File: src/rtl/f1_light_seq.sv
// Start-light sequencer: fills a light bar one lamp per enabled cycle, holds it
// for a programmable time, then clears and pulses done.
module f1_light_seq #(
    parameter int WIDTH   = 8,
    parameter int DELAY_W = 7
) (
    input  logic               clk,
    input  logic               rst,
    input  logic               en,
    input  logic               trigger,
    input  logic               mode,
    input  logic [DELAY_W-1:0] delay,
    output logic [WIDTH-1:0]   data_out,
    output logic               busy,
    output logic               cmd_delay,
    output logic               done
);

    // state | meaning
    // IDLE  | bar dark, waiting for trigger (mode=1) or en (mode=0)
    // LIGHT | one lamp added per en cycle until the bar is full
    // HOLD  | bar full, counter runs down from the sampled delay
    typedef enum logic [1:0] {
        IDLE  = 2'd0,
        LIGHT = 2'd1,
        HOLD  = 2'd2
    } state_t;

    localparam logic [WIDTH-1:0] ALL_ONES = '1;

    state_t             state_q;
    logic [WIDTH-1:0]   data_q;
    logic [DELAY_W-1:0] cnt_q;
    logic               done_q;
    logic               busy_q;
    logic               cmd_q;

    always_ff @(posedge clk) begin
        if (!rst) begin
            state_q <= IDLE;
            data_q  <= '0;
            cnt_q   <= '0;
            done_q  <= 1'b0;
            busy_q  <= 1'b0;
            cmd_q   <= 1'b0;
        end else begin
            done_q <= 1'b0;
            case (state_q)
                IDLE: begin
                    if ((mode && trigger) || (!mode && en)) begin
                        state_q <= LIGHT;
                        busy_q  <= 1'b1;
                    end
                end
                LIGHT: begin
                    if (en) begin
                        if (data_q != ALL_ONES) begin
                            data_q <= {data_q[WIDTH-2:0], 1'b1};
                        end else begin
                            state_q <= HOLD;
                            cnt_q   <= delay;
                            cmd_q   <= 1'b1;
                        end
                    end
                end
                HOLD: begin
                    // Terminal count leaves the counter parked at zero, so it never wraps.
                    if (cnt_q == '0) begin
                        state_q <= IDLE;
                        data_q  <= '0;
                        done_q  <= 1'b1;
                        busy_q  <= 1'b0;
                        cmd_q   <= 1'b0;
                    end else begin
                        cnt_q <= cnt_q - 1'b1;
                    end
                end
                default: begin
                    state_q <= IDLE;
                    data_q  <= '0;
                    cnt_q   <= '0;
                    busy_q  <= 1'b0;
                    cmd_q   <= 1'b0;
                end
            endcase
        end
    end

    assign data_out  = data_q;
    assign busy      = busy_q;
    assign cmd_delay = cmd_q;
    assign done      = done_q;

endmodule

File: config.mk
export PLATFORM = sky130hd
export DESIGN_NAME = f1_light_seq
export DESIGN_NICKNAME = d
export VERILOG_FILES = /design/src/rtl/f1_light_seq.sv
export SDC_FILE = /design/constraint.sdc
export NUM_CORES = 1
export LEC_CHECK = 0
export BUFFER_PORTS_ARGS = -buffer_cell sky130_fd_sc_hd__buf_2
export CAP_MARGIN = 15
export CORE_AREA = 2 2 52 54
export CTS_CLUSTER_DIAMETER = 100
export CTS_CLUSTER_SIZE = 14
export DETAILED_ROUTE_END_ITERATION = 10
export DIE_AREA = 0 0 54 56
export PLACE_DENSITY = 0.67
export SLEW_MARGIN = 30
export SYNTH_ARGS = -nofsm -noshare
export SYNTH_HDL_FRONTEND = slang
export SYNTH_SLANG_ARGS = --single-unit
File: constraint.sdc
create_clock -name clk -period 5.22 [get_ports clk]
set_input_delay 0 -clock clk [delete_from_list [all_inputs] [get_ports clk]]
set_output_delay 0 -clock clk [all_outputs]
set_load 0.1 [all_outputs]
Word-level counts from Yosys, hierarchy flattened
Cells that the tools add are included.
- register bits: 20
- output and inout port bits: 11
- logic and storage cells: 50
- add/sub/neg operators: 1
- eq/ne operators: 9
- multiplexer cells: 20
- bitwise logic cells: 2
- reductions and logical operators: 12
- operators with widths (kind ; number):
    two-way mux 8 bit ; 3
    case mux 8 bit (3 select lines) ; 1
    two-way mux 7 bit ; 3
    case mux 7 bit (3 select lines) ; 1
    AND reduction 4 bit ; 4
    inequality test 2 bit (second input constant) ; 6
    two-way mux 2 bit ; 4
    inequality test 8 bit (second input constant) ; 1
    logical NOT 7 bit ; 1
    subtractor 7 x 1 -> 7 bit (second input constant) ; 1
    case mux 1 bit (3 select lines) ; 2
    case mux 2 bit (3 select lines) ; 1
    two-way mux 1 bit ; 5
    AND reduction 3 bit ; 1
    equality test 2 x 1 -> 1 bit (second input constant) ; 1
    equality test 2 bit (second input constant) ; 1
    logical AND 1 bit ; 2
    logical NOT 2 bit ; 1
    NOT 1 bit ; 2
    AND reduction 2 bit ; 1
    logical NOT 1 bit ; 1
    logical OR 1 bit ; 1

Longest topological paths before layout
Gate-level depths: netlist (run 1).
- depth in word-level cells: 5
- gate-level depth with buffers: 8
- depth with buffers taken out: 6

Worst setup path before layout (run 1)
Ideal clock, no wire load.
- kind: register to register
- from: register data_q[3], in the netlist data_out[3]
- to: register cnt_q[5]
- arrival time: 2.161 ns
- slack: 2.988 ns
- cell stages (with the launch flop): 6
- path buffers: 1
- clock period less this slack: 2.232 ns
- cells stage by stage: dfxtp_1 > nand4_1 > o31ai_2 > and2_0 > buf_2 > mux2i_1
- word-level cells in the longest chain between the ends: 3
- ends and longest elaborated chain (element ; RTL line ; RTL):
    start: declaration ; 32 ; logic [WIDTH-1:0] data_q;
    start signal: assignment ; 58 ; data_q <= {data_q[WIDTH-2:0], 1'b1};
    inequality test 8 bit ; 57 ; if (data_q != ALL_ONES) begin
    inequality test 2 bit (no line) ; - ;
    AND reduction 4 bit (no line) ; - ;
    end signal: assignment ; 61 ; cnt_q <= delay;
    end signal: assignment ; 75 ; cnt_q <= cnt_q - 1'b1;
    end: declaration ; 33 ; logic [DELAY_W-1:0] cnt_q;
Every way passes these cells.
A chain may end at the register's enable or synchronous reset.

Worst setup path after layout (run 1)
- from: register state_q[1]
- to: register cnt_q[4]
- word-level cells in the longest chain between the ends: 3
- ends and longest elaborated chain (element ; RTL line ; RTL):
    start: declaration ; 31 ; state_t state_q;
    start signal: assignment ; 40 ; state_q <= IDLE;
    start signal: assignment ; 51 ; state_q <= LIGHT;
    start signal: assignment ; 60 ; state_q <= HOLD;
    equality test 2 bit (tied with other cells) ; 48 ; case (state_q)
    inequality test 2 bit (no line) or NOT 1 bit (tied branches) ; - ;
    AND reduction 4 bit (no line) ; - ;
Several ways; a longest one is shown, not always the timed one.

==> flow_metrics.tcl, run 1 <==
set metrics [dict create \
    worstPathCellList "inv_1 > ha_1 > o31ai_2 > and2_0 > a31o_2" \
    cts_buffers 3 \
    track_usage_pct 19.6 \
    finalCriticalPeriod_ps 2130 \
    overflow 0 \
    dpl.cell_count 179 \
    post_cts_buffers 0 \
    clock-sinks 20 \
    grt_max_degree 27 \
    seq_area_um2 400 \
    synth_top_family_by_area "simple AND/OR/NAND/NOR gates" \
    max_freq_ghz 0.470 \
    ctsHoldBuffers 0 \
    required_ps 5420 \
    synth_area_um2 1160 \
    ys_seq_area_share_pct 34.5 \
    drv_slew 0 \
    yosys_warnings 0 \
    endpoint_kind "flop" \
    synth_xor_area_share_pct 2.26 \
    routedWlPerCell_um 13.9 \
    grt_pass1_wl_um 4510 \
    whs_ps 53.9 \
    portBuffers 22 \
    clock_latency_ps 300 \
    slew_headroom_pct 47.9 \
    die_h_um 56 \
    vias_per_cell 5.55 \
    final.setup.tns_ps 0 \
    clock_path_buffers 2 \
    io_pins 23 \
    final_hold_viol_count 0 \
    synth_cell_types 37 \
    cellPowerDensity_nw_per_um2 455 \
    place_congestion 0.815 \
    layout.cells.non_filler 183 \
    nets 172 \
    initial_core_util_pct 47.7 \
    arrival_ps 2330 \
    rsz0062_at_grt "false" \
    synth_cells 136 \
    drive_above_1_share_pct 21.6 \
    dpl.hpwl_um 1820 \
    multi_input_area_um2 688 \
    tightest_slew_ps 781 \
    area_growth_syn_to_layout_pct 12.2 \
    clock-root-buffer "clkbuf_4" \
    synth_fa_ha_area_share_pct 6.47 \
    p_total_uw 592 \
    row_count 18 \
    hold_depth 4 \
    wl_um 2540 \
    clkTransAtPathRegs_ps 120 \
    die_x_um 54 \
    worst_path_max_delay_cell "ha_1" \
    fin_crit_sh_pct 40.8 \
    diodes 0 \
    power_leakage_nw 0.516 \
    reg2reg_depth 5 \
    hold_class "in -> reg" \
    dr.pass1.iters 4 \
    ctsHtreeMaxLevel 1 \
    setup_viol 0 \
    die-area_um2 3020 \
    synth-compound-area-share_pct 19.3 \
    worstSetupStartpointType "flop" \
    tritoncts "built" \
    vias 1016 \
    drv_cap 0 \
    peakVddDrop_mv 0.324 \
    fillCellCount 243 \
    avgSynthCellArea_um2 8.54 \
    antenna_found_initial 0 \
    synth-seq-cells 20 \
    worstPathMaxFanout 19 \
    postRouteAntennaNets 0 \
    status "finished clean" \
    fin_util_pct 53.5 \
    worst_path_largest_cell_delay_ps 670 \
    cts_resized 0 \
    path_class "reg -> reg" \
    drt-initial-drc-count 16 \
    synthesis.nets 154 \
    yosys.area_share.simple_pct 22.6 \
    core_um2 2430 \
    synth.mux.area_fraction_pct 8.62 \
    clock_skew_ps 3.34 \
    grt_pass1_vias 938 \
    drc 0 \
]
-- cell usage in the layout, fill, tap and decap left out, types with 3 or more instances in the layout --
master,synthesis,layout
a21oi_1,3,3
a31o_2,3,3
buf_2,1,22
clkbuf_4,0,3
dfxtp_1,20,20
ha_1,6,6
inv_1,8,8
mux2i_1,10,10
nand2_1,25,25
nand3_1,8,8
nand4_1,5,5
nor3b_1,3,3
o211ai_1,3,3
o21ai_0,7,7
xnor2_1,3,3
-- flip-flops by register name, summed over array words and instances, names as in the netlist --
name / count
data_out: 8
cnt_q: 7
state_q: 2
busy: 1
cmd_delay: 1
done: 1
-- cells by family after synthesis --
logic type | Yosys count
XOR/XNOR | 3
AO/OA/AOI/OAI | 30
AND/OR/NAND/NOR | 50
buffers and inverters | 17
multiplexers | 10
flip-flops | 20
adder cells (fa/ha/maj) | 6
-- per-layer routing --
metal	up-vias	global-route usage [%]	part of all wire, %
li1	517	-	-
met2	17	30.0	49
met4	0	6.43	0.59
met3	2	3.49	2.9
met5	-	0	0
met1	480	27.4	47
-- critical path: cells and delay by family, from the launching register on --
| family | cells | cell delay (ps) |
|---|---|---|
| adder cells (fa/ha/maj) | 1 | 670 |
| buffers and inverters | 1 | 100 |
| AO/OA/AOI/OAI | 2 | 550 |
| AND/OR/NAND/NOR | 1 | 350 |
| flip-flops | 1 | 350 |
-- where the power goes --
group	switching, mW	internal, mW
Clock	0.0489	0.0425
Combinational	0.218	0.0949
Sequential	0.0160	0.172
Total	0.283	0.310
-- synthesized netlist by cell type (all sizes together) --
master | n | area share (%)
nand2 | 25 | 8.1
buf | 2 | 1.4
o21a | 2 | 1.3
clkbuf | 7 | 2.3
a32oi | 1 | 0.75
a31oi | 1 | 0.54
nand3b | 1 | 0.65
nor4 | 1 | 1.8
nor2 | 1 | 0.32
nor3b | 3 | 1.9
dfxtp | 20 | 34
o211ai | 3 | 1.9
or4b | 1 | 0.86
a31o | 3 | 2.3
o31a | 1 | 0.75
ha | 6 | 6.5
o41ai | 1 | 0.75
a211oi | 2 | 2.4
a21oi | 4 | 2.0
xnor2 | 3 | 2.3
nand3 | 8 | 3.4
o21ai | 8 | 3.4
mux2i | 10 | 8.6
inv | 8 | 2.6
nor2b | 1 | 0.54
and2 | 2 | 1.1
nand4 | 5 | 2.7
nor3 | 1 | 0.43
o311ai | 1 | 0.75
o31ai | 3 | 2.4
nand4b | 1 | 0.75
-- metrics by stage --
stage	worst slack, ps	area [um^2]
finish	3090	1300
global route	2920	1300
CTS	3090	1300
detailed placement	3100	1270
global placement	3220	1270
floorplan	2990	1160
-- final cells by class --
class                           instances  area share [%]
Clock buffer                            4            2.79
Inverter                                8            2.31
Multi-Input combinational cell         99            52.8
Sequential cell                        20            30.7
Tap cell                               30            2.88
Timing Repair Buffer                   22            8.45
-- final timing paths --
kind / startpoint / endpoint / slack, ps
worst min-delay path: delay[4] / cnt_q[4]$_SDFFE_PN0P_ / 50
worst max register to register: state_q[1]$_SDFFE_PN0P_ / cnt_q[4]$_SDFFE_PN0P_ / 3090
worst min register to register: cmd_delay$_SDFFE_PN0P_ / cmd_delay$_SDFFE_PN0P_ / 480
worst max-delay path: state_q[1]$_SDFFE_PN0P_ / cnt_q[4]$_SDFFE_PN0P_ / 3090
(Power assumes the default switching activity.)
==> run 2, diff against run 1 <==
==> constraint.sdc (replaced) <==
create_clock -name clk -period 2 [get_ports clk]
set_input_delay 0 -clock clk [delete_from_list [all_inputs] [get_ports clk]]
set_output_delay 0 -clock clk [all_outputs]
set_load 0.1 [all_outputs]
==> run 2 against run 1 <==
Against the previous run: via count is 2.2% higher; largest cell class unchanged; critical endpoint is now cnt_q[5]$_SDFFE_PN0P_; die area unchanged; largest power group unchanged; highest routed layer unchanged; total power rose to 2.7 times the previous value; clock power increased to 2.6 times the previous value; combinational power rose to 2.9 times the previous value; first-iteration DRC count is 56% higher; final area rose by 3.6%.
==> flow_metrics.tcl, run 2 (synthesis gave the netlist of run 1 again) <==
set metrics [dict create \
    postRouteAntennaNets 0 \
    largest_reg_flops 8 \
    p_total_mw 1.63 \
    final.setup.tns_ps 0 \
    drive_above_1_share_pct 29.1 \
    layout.cells.non_filler 188 \
    wl_um 2600 \
    drc 0 \
    core_um2 2430 \
    rsz0062_at_grt "false" \
    area_growth_syn_to_layout_pct 16.3 \
    ctsHtreeMaxLevel 1 \
    initial_core_util_pct 47.7 \
    routedWlPerCell_um 13.8 \
    die_h_um 56 \
    row_count 18 \
    setup_viol 0 \
    grt_pass1_wl_um 4590 \
    ctsHoldBuffers 0 \
    vias 1038 \
    hold_class "in -> reg" \
    grt_max_degree 27 \
    post_cts_buffers 0 \
    final_hold_viol_count 0 \
    drt-initial-drc-count 25 \
    grt_pass1_vias 1072 \
    max_freq_ghz 0.562 \
    clock_path_buffers 2 \
    worstSetupStartpointType "flop" \
    layout_common_cells "nand2_1, buf_2, dfxtp_1" \
    cts_resized 0 \
    fin_crit_sh_pct 88.9 \
    nets 177 \
    wl_met2_um 1280 \
    mostFrequentLayoutCell "nand2_1" \
    dpl.hpwl_um 1910 \
    routed.top_layer "met4" \
    die_x_um 54 \
    finalCriticalPeriod_ps 1780 \
    diodes 0 \
    worstPathMaxFanout 9 \
    clock_skew_ps 6.75 \
    endpoint_kind "flop" \
    cts_buffers 3 \
    fin_util_pct 55.5 \
    clock_latency_ps 300 \
    slew_headroom_pct 67.4 \
    rr_startpoint "state_q[0]$_SDFFE_PN0P_" \
    clkTransAtPathRegs_ps 120 \
    track_usage_pct 19.4 \
    drv_slew 0 \
    io_pins 23 \
    required_ps 2240 \
    worst_slack_ps 221 \
    dpl.cell_count 184 \
    wl_met1_um 1190 \
    cellPowerDensity_nw_per_um2 1210 \
    status "finished clean" \
    tightest_slew_ps 492 \
    path_class "reg -> reg" \
    clock-root-buffer "clkbuf_4" \
    tritoncts "built" \
    wl_met3_um 99 \
    min_from "delay[3]" \
    clock-sinks 20 \
    power_leakage_nw 0.545 \
    drv_cap 0 \
    cp-startpoint "state_q[0]$_SDFFE_PN0P_" \
    vias_per_cell 5.52 \
    place_congestion 0.745 \
    die-area_um2 3020 \
    dr.pass1.iters 4 \
    pre_cts_slack_ps 246 \
    arrival_ps 2020 \
    antenna_found_initial 0 \
    peakVddDrop_mv 0.897 \
    overflow 0 \
    portBuffers 22 \
]
[run 2: cell count changes in the layout (fill, tap and decap cells not counted), sizes merged]
cell / before / now
buf: 22 / 27
[run 2: path summary, 6_finish.rpt]
path                                                  to  slack, ps  cells after the start
worst max-delay path               cnt_q[5]$_SDFFE_PN0P_        220                      6
worst min-delay path               cnt_q[3]$_SDFFE_PN0P_         40                      4
worst max register to register     cnt_q[5]$_SDFFE_PN0P_        220                      6
worst min register to register  data_out[7]$_SDFFE_PN0P_        480                      2
[run 2: layout make-up]
| type | instances | area [um^2] |
|---|---|---|
| Clock buffer | 4 | 36.3 |
| Fill cell | 248 | 1080 |
| Inverter | 8 | 30.0 |
| Multi-Input combinational cell | 99 | 688 |
| Sequential cell | 20 | 410 |
| Tap cell | 30 | 37.5 |
| Timing Repair Buffer | 27 | 148 |
[run 2: worst max-delay path: stages (launching register included)]
cell     delay, ps
dfxtp_1        340
inv_1          100
ha_1           320
or4b_1         460
o41ai_1        220
o21ai_0        130
mux2i_1        150
[run 2: where the power goes]
group / switching [mW] / leakage [nW] / total [mW] / internal [mW]
combinational: 0.592 / 0.358 / 0.896 / 0.304
clock: 0.129 / 0.0210 / 0.240 / 0.111
sequential: 0.0402 / 0.166 / 0.491 / 0.450
[run 2: metal layers]
layer,vias up,track usage [%]
li1,525,-
met1,484,26.3
met2,25,30.3
met3,4,2.96
met4,0,7.50
met5,-,0
[run 2: through the flow]
step / instance area, um^2 / hold slack (ps)
floorplan: 1170 / 257
global placement: 1310 / 357
detailed placement: 1310 / 355
CTS: 1350 / 40.6
global route: 1350 / 43.3
finish: 1350 / 43.9
